<file path="config.mk">
export PLATFORM = sky130hd
export DESIGN_NAME = uart_rx_ctrl
export DESIGN_NICKNAME = d
export VERILOG_FILES = /design/src/rtl/uart_rx_ctrl.sv
export SDC_FILE = /design/constraint.sdc
export NUM_CORES = 1
export LEC_CHECK = 0
export BUFFER_PORTS_ARGS = -buffer_cell sky130_fd_sc_hd__buf_2
export CORE_MARGIN = 4
export CORE_UTILIZATION = 56
export DETAILED_ROUTE_END_ITERATION = 6
export PLACE_DENSITY = 0.91
export SLEW_MARGIN = 10
export SYNTH_ARGS = -nofsm -noshare
export SYNTH_HDL_FRONTEND = slang
export SYNTH_SLANG_ARGS = --single-unit
</file>
<file path="constraint.sdc">
create_clock -name CLK -period 2.5 [get_ports CLK]
set_input_delay 0.375 -clock CLK [delete_from_list [all_inputs] [get_ports CLK]]
set_output_delay 0.375 -clock CLK [all_outputs]
set_load 0.01 [all_outputs]
</file>
<file path="src/rtl/uart_rx_ctrl.sv">
// UART receive controller: frame FSM, oversample edge/bit counters, deserializer
// and parity/stop checking, with a glitch filter on the start bit.
module uart_rx_ctrl #(
    parameter int DATA_WIDTH = 8
) (
    input  logic                          CLK,
    input  logic                          RST,
    input  logic                          RX_IN,
    input  logic [4:0]                    prescaler,
    input  logic                          PAR_EN,
    input  logic                          PAR_TYP,
    input  logic                          Sampled_bit,
    output logic                          Data_Sample_EN,
    output logic [4:0]                    Edge_Counter,
    output logic [$clog2(DATA_WIDTH):0]   Bit_Counter,
    output logic [DATA_WIDTH-1:0]         P_DATA,
    output logic                          data_valid,
    output logic                          par_err,
    output logic                          stp_err
);

    localparam int BCW = $clog2(DATA_WIDTH) + 1;
    localparam logic [BCW-1:0] LAST_BIT = BCW'(DATA_WIDTH - 1);

    typedef enum logic [2:0] {IDLE, START, DATA, PARITY, STOP} state_t;

    state_t                state_q, state_d;
    logic [4:0]            edge_q, edge_d;
    logic [4:0]            p_q, p_d;
    logic [BCW-1:0]        bit_cnt_q, bit_cnt_d;
    logic [DATA_WIDTH-1:0] shift_q, shift_d;
    logic [DATA_WIDTH-1:0] pdata_q, pdata_d;
    logic                  bit_r_q, bit_r_d;
    logic                  valid_q, valid_d;
    logic                  par_err_q, par_err_d;
    logic                  stp_err_q, stp_err_d;

    logic [4:0] dec_edge;
    logic [4:0] last_edge;
    logic       boundary;
    logic       at_dec;

    // Decision edge is the first edge where the sampler's 3-sample vote is complete.
    assign dec_edge  = (p_q == 5'd4) ? 5'd2 : ((p_q >> 1) + 5'd2);
    assign last_edge = p_q - 5'd1;
    assign boundary  = (edge_q == last_edge);
    assign at_dec    = (edge_q == dec_edge);

    always_comb begin
        state_d   = state_q;
        edge_d    = edge_q;
        p_d       = p_q;
        bit_cnt_d = bit_cnt_q;
        shift_d   = shift_q;
        pdata_d   = pdata_q;
        bit_r_d   = bit_r_q;
        valid_d   = 1'b0;
        par_err_d = par_err_q;
        stp_err_d = stp_err_q;

        if (state_q != IDLE) begin
            edge_d = boundary ? 5'd0 : edge_q + 5'd1;
            if (at_dec) bit_r_d = Sampled_bit;
        end

        case (state_q)
            IDLE: begin
                edge_d    = 5'd0;
                bit_cnt_d = '0;
                if (!RX_IN) begin
                    state_d   = START;
                    p_d       = prescaler;
                    par_err_d = 1'b0;
                    stp_err_d = 1'b0;
                end
            end
            START: begin
                if (at_dec && Sampled_bit) begin
                    state_d = IDLE;
                    edge_d  = 5'd0;
                end else if (boundary) begin
                    state_d   = DATA;
                    bit_cnt_d = '0;
                end
            end
            DATA: begin
                if (boundary) begin
                    shift_d = {bit_r_q, shift_q[DATA_WIDTH-1:1]};
                    if (bit_cnt_q == LAST_BIT) begin
                        bit_cnt_d = '0;
                        state_d   = PAR_EN ? PARITY : STOP;
                    end else begin
                        bit_cnt_d = bit_cnt_q + 1'b1;
                    end
                end
            end
            PARITY: begin
                if (boundary) begin
                    par_err_d = bit_r_q ^ (^shift_q) ^ PAR_TYP;
                    state_d   = STOP;
                end
            end
            STOP: begin
                if (boundary) begin
                    stp_err_d = ~bit_r_q;
                    if (bit_r_q && !par_err_q) begin
                        pdata_d = shift_q;
                        valid_d = 1'b1;
                    end
                    state_d = IDLE;
                end
            end
            default: state_d = IDLE;
        endcase
    end

    always_ff @(posedge CLK or negedge RST) begin
        if (!RST) begin
            state_q   <= IDLE;
            edge_q    <= '0;
            p_q       <= '0;
            bit_cnt_q <= '0;
            shift_q   <= '0;
            pdata_q   <= '0;
            bit_r_q   <= 1'b0;
            valid_q   <= 1'b0;
            par_err_q <= 1'b0;
            stp_err_q <= 1'b0;
        end else begin
            state_q   <= state_d;
            edge_q    <= edge_d;
            p_q       <= p_d;
            bit_cnt_q <= bit_cnt_d;
            shift_q   <= shift_d;
            pdata_q   <= pdata_d;
            bit_r_q   <= bit_r_d;
            valid_q   <= valid_d;
            par_err_q <= par_err_d;
            stp_err_q <= stp_err_d;
        end
    end

    assign Data_Sample_EN = (state_q != IDLE);
    assign Edge_Counter   = edge_q;
    assign Bit_Counter    = bit_cnt_q;
    assign P_DATA         = pdata_q;
    assign data_valid     = valid_q;
    assign par_err        = par_err_q;
    assign stp_err        = stp_err_q;

endmodule

</file>
==> impl_metrics.env <==
export IMPL_core_area_um2=3661
export IMPL_via_per_inst=5.810
export IMPL_cts_root_buf="clkbuf_8"
export IMPL_critPathCapture="P_DATA[5]"
export IMPL_finClkSkew_ns=0.007560
export IMPL_setup_viol_count_final=0
export IMPL_async_flop_share=1.000
export IMPL_tritoncts_num_buffers=5
export IMPL_clkPwrFrac=0.193
export IMPL_fin_setup_tns_ns=0
export IMPL_htreeDepth=2
export IMPL_max_vdd_ir_drop_mv=0.7321
export IMPL_crit_path_start_kind="flop"
export IMPL_yosys_area_top_type="dfrtp_1"
export IMPL_initialDrtViolationCount=177
export IMPL_slew_headroom=0.4583
export IMPL_dp_cells=271
export IMPL_netlist_area_um2=2112
export IMPL_grt_max_degree=38
export IMPL_grt_pass1_vias=1672
export IMPL_ys_ff_latch=37
export IMPL_grt_antenna_before_repair=0
export IMPL_cts_repair_resized=0
export IMPL_final_nets=248
export IMPL_reg2reg_slack_ns=0.13
export IMPL_synth_nets=212
export IMPL_intPower_uw=1632
export IMPL_p_sw_frac=0.4200
export IMPL_ios=32
export IMPL_min_path_type="in2async"
export IMPL_leakage_uw=0.001180
export IMPL_p_total_uw=2814
export IMPL_dieArea_um2=4818
export IMPL_crit_type="reg2reg"
export IMPL_drt_wirelength_per_cell_um=16.26
export IMPL_cts_tree="built"
export IMPL_synth_top_area_frac=0.4384
export IMPL_reg2reg_from="p_q[1]"
export IMPL_seq_area_frac_synth=0.4384
export IMPL_die_h_um=69.41
export IMPL_wl_um=4536
export IMPL_rsz0062_at_grt="no"
export IMPL_start_util=0.5769
export IMPL_finalMaxSlewViolations=0
export IMPL_stdcell_count=279
export IMPL_fillCellCount=286
export IMPL_dp_hpwl_um=3143
export IMPL_synthFlopType="dfrtp_1"
export IMPL_net_switching_power_uw=1182
export IMPL_ys_types=50
export IMPL_synth_most_common_cell="dfrtp_1"
export IMPL_hold_buffers=0
export IMPL_syn_area_per_cell_um2=10.89
export IMPL_first_pass_iters=4
export IMPL_cts_setup_buffers=0
export IMPL_critPathLaunch="p_q[1]"
export IMPL_cp_max_fo=9
export IMPL_synth_edf_count=0
export IMPL_seqCellArea_um2=925.9
export IMPL_clockBufferDepth=2
export IMPL_fin_crit_sh=0.9499
export IMPL_hold_viol=0
export IMPL_clk_pin_slew_ns=0.08
export IMPL_pwr_share_comb=0.458
export IMPL_end_kind="flop"
export IMPL_post_route_min_period_ns=2.375
export IMPL_grt_usage=0.2031
export IMPL_grt_pass1_wl_um=7810
export IMPL_rows=22
export IMPL_drc=0
export IMPL_drive_gt1_frac=0.3290
export IMPL_multi_input_area_um2=1107
export IMPL_port_buffers=31
export IMPL_hold_slack_ns=0.1449
export IMPL_vias=1621
export IMPL_status="complete, no violations"
export IMPL_yosys_warnings=0
export IMPL_p_seq_frac=0.349
export IMPL_overflow=0
export IMPL_r2r_end="P_DATA[5]"
export IMPL_cap_violations=0
export IMPL_synthTopCellsByCount="37 x dfrtp_1, 19 x mux2_2, 16 x nor2_1"
export IMPL_cts_sinks=37
export IMPL_syn_inst=194
export IMPL_cp_required_ns=2.69
export IMPL_place_congestion=0.9126
export IMPL_insertion_delay_ns=0.31
export IMPL_die_w_um=69.41
export IMPL_syn2layout_area_growth_pct=15.28
export IMPL_reg2reg_depth=8
export IMPL_synthTopCellsByArea="dfrtp_1 44%, mux2_2 10%, xnor2_1 5.8%"
export IMPL_final_core_util=0.6651
export IMPL_crit_arrival_ns=2.56
export IMPL_fmax_ghz=0.4211
export IMPL_power_density_nw_per_um2=1156
export IMPL_insertedDiodeCount=0
export IMPL_worstMarginPinSlew_ns=0.8126
export IMPL_drtAntennaViolNets=0
sequential cells by signal (all words and copies together) (netlist names):
signal        cells
Bit_Counter       4
Edge_Counter      5
P_DATA            8
bit_r_q           1
data_valid        1
p_q               5
par_err           1
shift_q           8
state_q           3
stp_err           1
worst max-delay path, stage by stage (launching register included):
cell and delay [ns]:
dfrtp_1 0.43, inv_1 0.10, ha_1 0.26, nand2b_1 0.15, a21o_1 0.16, nand3_4 0.10
or2_2 0.45, nor2_8 0.24, mux2_2 0.36
layout make-up:
cell class,instances,share of cell area
multi-input cells,140,0.4548
clock inverters,3,0.01901
repair buffers,35,0.07605
flip-flops and latches,37,0.3803
inverters,11,0.01696
well taps,48,0.02467
clock buffers,5,0.02826
power by group through the flow:
stage	Clock (uW)	Combinational (uW)	Sequential [uW]
floorplan	0	1010	932
global route	571	1420	1010
CTS	549	1290	977
finish	543	1290	981
global placement	0	1220	975
detailed placement	0	1270	985
routing by layer:
metal	vias up	share of wire	track usage
met3	12	0.066	0.04783
met1	780	0.41	0.2507
met2	66	0.50	0.3305
met5	-	0	0
met4	0	0.027	0.1041
li1	763	-	-
kinds of logic after synthesis:
| group | synth area share |
|---|---|
| compound gates | 0.1232 |
| simple gates | 0.1629 |
| flops | 0.4384 |
| fa+ha+maj | 0.04147 |
| buf+inv | 0.03732 |
| mux | 0.1060 |
| xor+xnor | 0.09064 |
worst min path at each step:
| stage | start | to |
|---|---|---|
| after CTS | RST | P_DATA[2] |
| after global routing | RST | P_DATA[2] |
| after detailed placement | P_DATA[3] | P_DATA[3] |
| after floorplan | RST | Bit_Counter[0] |
| after global placement | P_DATA[6] | P_DATA[6] |
| final | RST | P_DATA[2] |
cell usage in the layout, fill, tap and decap left out, types with 2 or more instances in the layout:
cell type and count:
a21oi_1 2, a31o_2 4, a31oi_1 2, buf_2 31
buf_4 4, clkbuf_8 5, dfrtp_1 37, ha_1 7
inv_1 11, mux2_2 19, nand2_1 9, nand3_1 6
nand3b_1 2, nand4_1 3, nor2_1 16, nor2b_1 3
nor3_1 3, nor4_1 3, o21ai_0 11, or2_2 2
or3_1 2, xnor2_1 14, xor2_1 6
through the flow:
stage                     setup slack, ns  area, um^2
after CTS                          0.1006        2435
after global placement             0.1729        2320
after floorplan                    0.4324        2112
after detailed placement           0.1169        2320
after global routing              0.01648        2435
final                              0.1252        2435
Power figures use the tool's default switching activity.
